File: src/rtl/rambus_ctrl.sv
// Wishbone classic slave driving four 512x8 active-low SRAM macros, one per byte lane.
// Every output is registered; a 4-state FSM sequences access, read wait and ack.
module rambus_ctrl #(
  parameter int AW     = 9,
  parameter int RD_LAT = 1
) (
  input  logic          rambus_wb_clk_i,
  input  logic          rambus_wb_rst_ni,
  input  logic          rambus_wb_stb_i,
  input  logic          rambus_wb_cyc_i,
  input  logic          rambus_wb_we_i,
  input  logic [3:0]    rambus_wb_sel_i,
  input  logic [31:0]   rambus_wb_dat_i,
  input  logic [AW+1:0] rambus_wb_addr_i,
  output logic          rambus_wb_ack_o,
  output logic [31:0]   rambus_wb_dat_o,
  output logic [AW-1:0] sram_a_o,
  output logic [31:0]   sram_d_o,
  input  logic [31:0]   sram_q_i,
  output logic [3:0]    sram_cen_no,
  output logic [3:0]    sram_gwen_no,
  output logic [31:0]   sram_wen_no
);

  localparam logic [1:0] S_IDLE   = 2'd0;
  localparam logic [1:0] S_ACCESS = 2'd1;
  localparam logic [1:0] S_WAIT   = 2'd2;
  localparam logic [1:0] S_ACK    = 2'd3;
  localparam logic [1:0] LAST_CNT = 2'(RD_LAT - 1);

  logic [1:0]    state_q, state_d;
  logic [1:0]    cnt_q, cnt_d;
  logic [3:0]    sel_q, sel_d;
  logic          we_q, we_d;
  logic          ack_q, ack_d;
  logic [31:0]   dat_q, dat_d;
  logic [AW-1:0] a_q, a_d;
  logic [31:0]   d_q, d_d;
  logic [3:0]    cen_q, cen_d;
  logic [3:0]    gwen_q, gwen_d;
  logic [31:0]   wen_q, wen_d;
  logic          addr_unused_s;

  assign addr_unused_s = ^rambus_wb_addr_i[1:0];

  // Next-state and output-register logic; SRAM strobes only live for the ACCESS cycle
  always_comb begin
    state_d = state_q;
    cnt_d   = cnt_q;
    sel_d   = sel_q;
    we_d    = we_q;
    ack_d   = 1'b0;
    dat_d   = dat_q;
    a_d     = a_q;
    d_d     = d_q;
    cen_d   = 4'hF;
    gwen_d  = 4'hF;
    wen_d   = {32{1'b1}};
    case (state_q)
      S_IDLE: begin
        if (rambus_wb_cyc_i && rambus_wb_stb_i) begin
          state_d = S_ACCESS;
          sel_d   = rambus_wb_sel_i;
          we_d    = rambus_wb_we_i;
          a_d     = rambus_wb_addr_i[AW+1:2];
          d_d     = rambus_wb_dat_i;
          cen_d   = ~rambus_wb_sel_i;
          gwen_d  = ~(rambus_wb_sel_i & {4{rambus_wb_we_i}});
          for (int i = 0; i < 4; i++) begin
            wen_d[8*i +: 8] = {8{~(rambus_wb_we_i & rambus_wb_sel_i[i])}};
          end
        end else begin
          state_d = S_IDLE;
        end
      end
      S_ACCESS: begin
        cnt_d = 2'd0;
        if (we_q) begin
          state_d = S_ACK;
          ack_d   = rambus_wb_cyc_i;
        end else begin
          state_d = S_WAIT;
        end
      end
      S_WAIT: begin
        if (cnt_q == LAST_CNT) begin
          state_d = S_ACK;
          ack_d   = rambus_wb_cyc_i;
          for (int i = 0; i < 4; i++) begin
            dat_d[8*i +: 8] = sel_q[i] ? sram_q_i[8*i +: 8] : 8'h00;
          end
        end else begin
          cnt_d = cnt_q + 2'd1;
        end
      end
      S_ACK: begin
        state_d = S_IDLE;
      end
      default: begin
        state_d = S_IDLE;
      end
    endcase
  end

  // State and output registers with asynchronous clear to the idle/deasserted state
  always_ff @(posedge rambus_wb_clk_i or negedge rambus_wb_rst_ni) begin
    if (!rambus_wb_rst_ni) begin
      state_q <= S_IDLE;
      cnt_q   <= 2'd0;
      sel_q   <= 4'h0;
      we_q    <= 1'b0;
      ack_q   <= 1'b0;
      dat_q   <= 32'h0000_0000;
      a_q     <= {AW{1'b0}};
      d_q     <= 32'h0000_0000;
      cen_q   <= 4'hF;
      gwen_q  <= 4'hF;
      wen_q   <= {32{1'b1}};
    end else begin
      state_q <= state_d;
      cnt_q   <= cnt_d;
      sel_q   <= sel_d;
      we_q    <= we_d;
      ack_q   <= ack_d;
      dat_q   <= dat_d;
      a_q     <= a_d;
      d_q     <= d_d;
      cen_q   <= cen_d;
      gwen_q  <= gwen_d;
      wen_q   <= wen_d;
    end
  end

  assign rambus_wb_ack_o = ack_q;
  assign rambus_wb_dat_o = dat_q;
  assign sram_a_o        = a_q;
  assign sram_d_o        = d_q;
  assign sram_cen_no     = cen_q;
  assign sram_gwen_no    = gwen_q;
  assign sram_wen_no     = wen_q;

endmodule

File: config.mk
export PLATFORM = sky130hd
export DESIGN_NAME = rambus_ctrl
export DESIGN_NICKNAME = d
export VERILOG_FILES = /design/src/rtl/rambus_ctrl.sv
export SDC_FILE = /design/constraint.sdc
export NUM_CORES = 1
export LEC_CHECK = 0
export CAP_MARGIN = 20
export CORE_MARGIN = 2
export CORE_UTILIZATION = 35
export CTS_CLUSTER_DIAMETER = 30
export DETAILED_ROUTE_END_ITERATION = 10
export GPL_TIMING_DRIVEN = 0
export MAX_ROUTING_LAYER = met4
export PLACE_DENSITY = 0.83
export SLEW_MARGIN = 20
export SYNTH_ARGS = -nofsm -noshare
export SYNTH_HDL_FRONTEND = slang
export SYNTH_SLANG_ARGS = --single-unit
export TNS_END_PERCENT = 10
File: constraint.sdc
create_clock -name rambus_wb_clk_i -period 1.7 [get_ports rambus_wb_clk_i]
set_input_delay 0.34 -clock rambus_wb_clk_i [delete_from_list [all_inputs] [get_ports rambus_wb_clk_i]]
set_output_delay 0.34 -clock rambus_wb_clk_i [all_outputs]
set_load 0.02 [all_outputs]
==> metrics <==
Clock Tree Buf Depth=2; critical path, cell by cell=clkdlybuf4s50_1; antenna violations before repair=0; cell types with the largest area share after synthesis=dfrtp_1 54%, nand2_1 20%, buf_4 6.5%; number of detailed-routing iterations run before antenna repair=4; count of antenna-violating nets left after detailed routing=0; via count of the routed design=between 3000 and 4000; number of violations reported at the end of detailed-routing iteration 0=around 180; Pins Over Slew Limit=0; delay of the slowest cell on the worst path=approximately 0.6 ns; GR met2 Demand/Resource=between 30% and 40%; final instance area=roughly 0.0063 mm^2; Hold Violations, Final=0; width of the die=109 um; vias per std cell=4.49; crit path buf inv count=1; Clock Root Buffer=clkbuf_8; routed wire length=10800 um; P&R area growth vs syn=64.2%; crit-path max FO=2; FF-to-FF Start=state_q[0]$_DFFE_PN0P_; largest net degree at the start of global routing=52; data arrival time at the worst-slack endpoint=roughly 1.3 ns; slowest stage cell on the critical path=clkdlybuf4s50_1; Worst Min Path Start=sram_d_o[31]$_DFFE_PN0P_; DRC violation count after routing=0; r2r worst-path depth=6; power density of the placed cells=~1600 mW/mm^2; fraction of final layout cells sized beyond drive strength 1=between 15 and 20%; total power=just over 10 mW; endpoint of the worst hold-timing path=sram_d_o[31]$_DFFE_PN0P_; antenna diode count=0; RSZ-0062 raised after global routing=false; count of buffers inserted at the top-level ports=around 200; initial cell density of the core=a little over a third; met1 usage in global routing=between 20% and 30%; Num CTS Buffers=9; critical path capture point type=primary output; Sum Neg Setup Slack=0 ns; critical path data required time=1.36 ns; dominant cell type by area after synthesis=dfrtp_1; nature of the critical path startpoint=register; global-route usage over all layers=a little under a fifth; Yosys warnings=0; wire length of the first global-routing pass=approximately 17000 um; total of endpoints with negative setup slack in the final report=0; reg2reg end=sram_d_o[30]$_DFFE_PN0P_; most common library cell in the layout ignoring fill and taps=nand2_1; peak supply drop=0.768 mV; post-CTS clock slew at the launch and capture registers of the worst setup and hold paths=around 0.09 ns; Routability Congestion=0.761; flop2flop setup slack=0.16 ns; GR Layer Usage met3=between 5 and 6%; gate count of the mapped netlist=410; number of filler instances in the final layout=roughly 930; Fin Clk Skew=about 0.012 ns; Critical Setup Path Class=reg2out; placed cell areas=approximately 0.0060 mm^2; NumNets Final=between 700 and 800; total standard cell area after synthesis=~0.0038 mm^2; insertion delay of the later-clocked pin in the worst-skew pair=around 0.35 ns; Top-Level Pins=just under 200; Die Outline Area=about 0.012 mm^2; syn_nets=500; post-layout minimum cycle time=about 1.7 ns; average wire length per cell after detail routing=about 14 um; vias in the first global route=~3600; hold-critical path depth=2; status=complete, no violations; busiest grt layer=met2; floorplan core area=0.0107 mm^2; number of clock sinks=91; H-tree level count=3; worst relative slew slack=between 60% and 70%; total overflow reported by the global router=0; leading cell types in the layout, fill and taps excluded=208 x nand2_1, 88 x clkdlybuf4s50_1, 83 x dfrtp_1; Die Height=between 100 and 150 um; hold crit path type=reg2reg; half-perimeter wire length of the detailed placement result=between 8000 and 9000 um; share of the clock period used by the worst path after layout=a little over nine tenths; Post-Syn Area per Cell=just over 9 um^2; Worst path top cell family by delay=buffers and inverters; leakage power total=3.69 nW; Yosys top cell area share=~54%; transition time at the pin with the least slew margin=about 0.56 ns; number of flip-flops and latches in the synthesized netlist=around 90; CTS tree=yes; max-capacitance violation count=0; peak clock frequency supported by timing=around 600 MHz; number of standard-cell rows in the floorplan=38; sequential share of the synthesized area=about 60%; count of cell types in the netlist=22
==> power breakdown <==
group	total, mW	internal (mW)	switching (mW)	leakage, nW
sequential	3.63	3.14	0.488	1.15
clock	1.65	0.881	0.773	0.113
combinational	5.09	2.21	2.88	2.43
total	10.4	6.23	4.14	3.69
==> cell usage after synthesis <==
| library cell | number |
|---|---|
| nand3_2 | 1 |
| and3_1 | 1 |
| o21ai_0 | 26 |
| mux2i_1 | 2 |
| a21oi_1 | 2 |
| buf_8 | 1 |
| o21ai_2 | 1 |
| inv_1 | 4 |
| buf_1 | 4 |
| o21ai_1 | 7 |
| dfstp_2 | 8 |
| nand2b_1 | 2 |
| dfrtp_1 | 83 |
| mux2_2 | 1 |
| a211oi_1 | 1 |
| buf_2 | 2 |
| nand2_1 | 208 |
| buf_6 | 9 |
| ha_1 | 6 |
| buf_4 | 33 |
| clkbuf_1 | 4 |
| nand3_1 | 4 |
==> metrics by stage <==
stage	util [%]	setup slack, ns	hold slack, ns	cells
after CTS	57.2	0.0000755	0.484	766
after global placement	55.5	-2.92	0.459	745
after floorplan	-	0.376	0.0444	410
after detailed placement	55.7	-0.0533	0.370	746
final	58.6	0.0438	0.473	766
after global routing	58.6	0.0000585	0.490	766
==> cells by family after synthesis <==
group | count (synthesis) | share of synthesized area, %
compound gates | 37 | 4.99
fa+ha+maj | 6 | 1.96
buf+inv | 57 | 10.9
flops | 91 | 59.7
mux | 3 | 0.816
simple gates | 216 | 21.6
==> worst max path at each step <==
stage | from | endpoint | slack [ns] | cells after the start
after global routing | sram_wen_no[7]$_DFF_PN1_ | sram_wen_no[2] | 0.00006 | 4
after CTS | sram_d_o[4]$_DFFE_PN0P_ | sram_d_o[4] | 0.00008 | 1
after detailed placement | rambus_wb_cyc_i | sram_d_o[13]$_DFFE_PN0P_ | -0.05 | 5
final | rambus_wb_dat_o[2]$_DFFE_PN0P_ | rambus_wb_dat_o[2] | 0.04 | 1
after floorplan | state_q[0]$_DFFE_PN0P_ | rambus_wb_dat_o[22]$_DFFE_PN0P_ | 0.38 | 7
after global placement | rambus_wb_rst_ni | sram_d_o[4]$_DFFE_PN0P_ | -2.92 | 1
==> flip-flops by register name, indices dropped and copies added, names as in the netlist, 2 cells and up <==
signal / flops
sram_wen_no: 2
state_q: 2
sram_d_o: 32
cnt_q: 2
rambus_wb_dat_o: 32
sram_cen_no: 4
sram_a_o: 9
sram_gwen_no: 2
sel_q: 4
==> final cells by class <==
| class | instances | area (um^2) | area share (%) |
|---|---|---|---|
| Timing Repair Buffer | 200 | 2050 | 32.5 |
| Multi-Input combinational cell | 262 | 1130 | 17.9 |
| Tap cell | 140 | 175 | 2.78 |
| Sequential cell | 91 | 2290 | 36.3 |
| Buffer | 53 | 412 | 6.54 |
| Clock inverter | 6 | 93.8 | 1.49 |
| Clock buffer | 10 | 138 | 2.19 |
| Inverter | 4 | 15.0 | 0.239 |
==> layer usage <==
metal | vias up | part of all wire [%]
li1 | 1656 | -
met1 | 1641 | 39
met2 | 138 | 52
met3 | 8 | 8.1
met4 | 0 | 0.79
met5 | - | 0
==> timing repair <==
item / in CTS / in global routing
hold buffers: 1 / 0
hold endpoints to repair: 37 / 0
endpoints found under the setup margin: 52 / 59
resized for setup: 96 / 61
setup buffers: 3 / 0
==> worst min-delay path: stages, from the launching register on <==
cell and delay [ns]:
dfrtp_1 0.34, nand2_1 0.05, nand2_1 0.06
No activity file was read; power rests on OpenSTA's default activity.
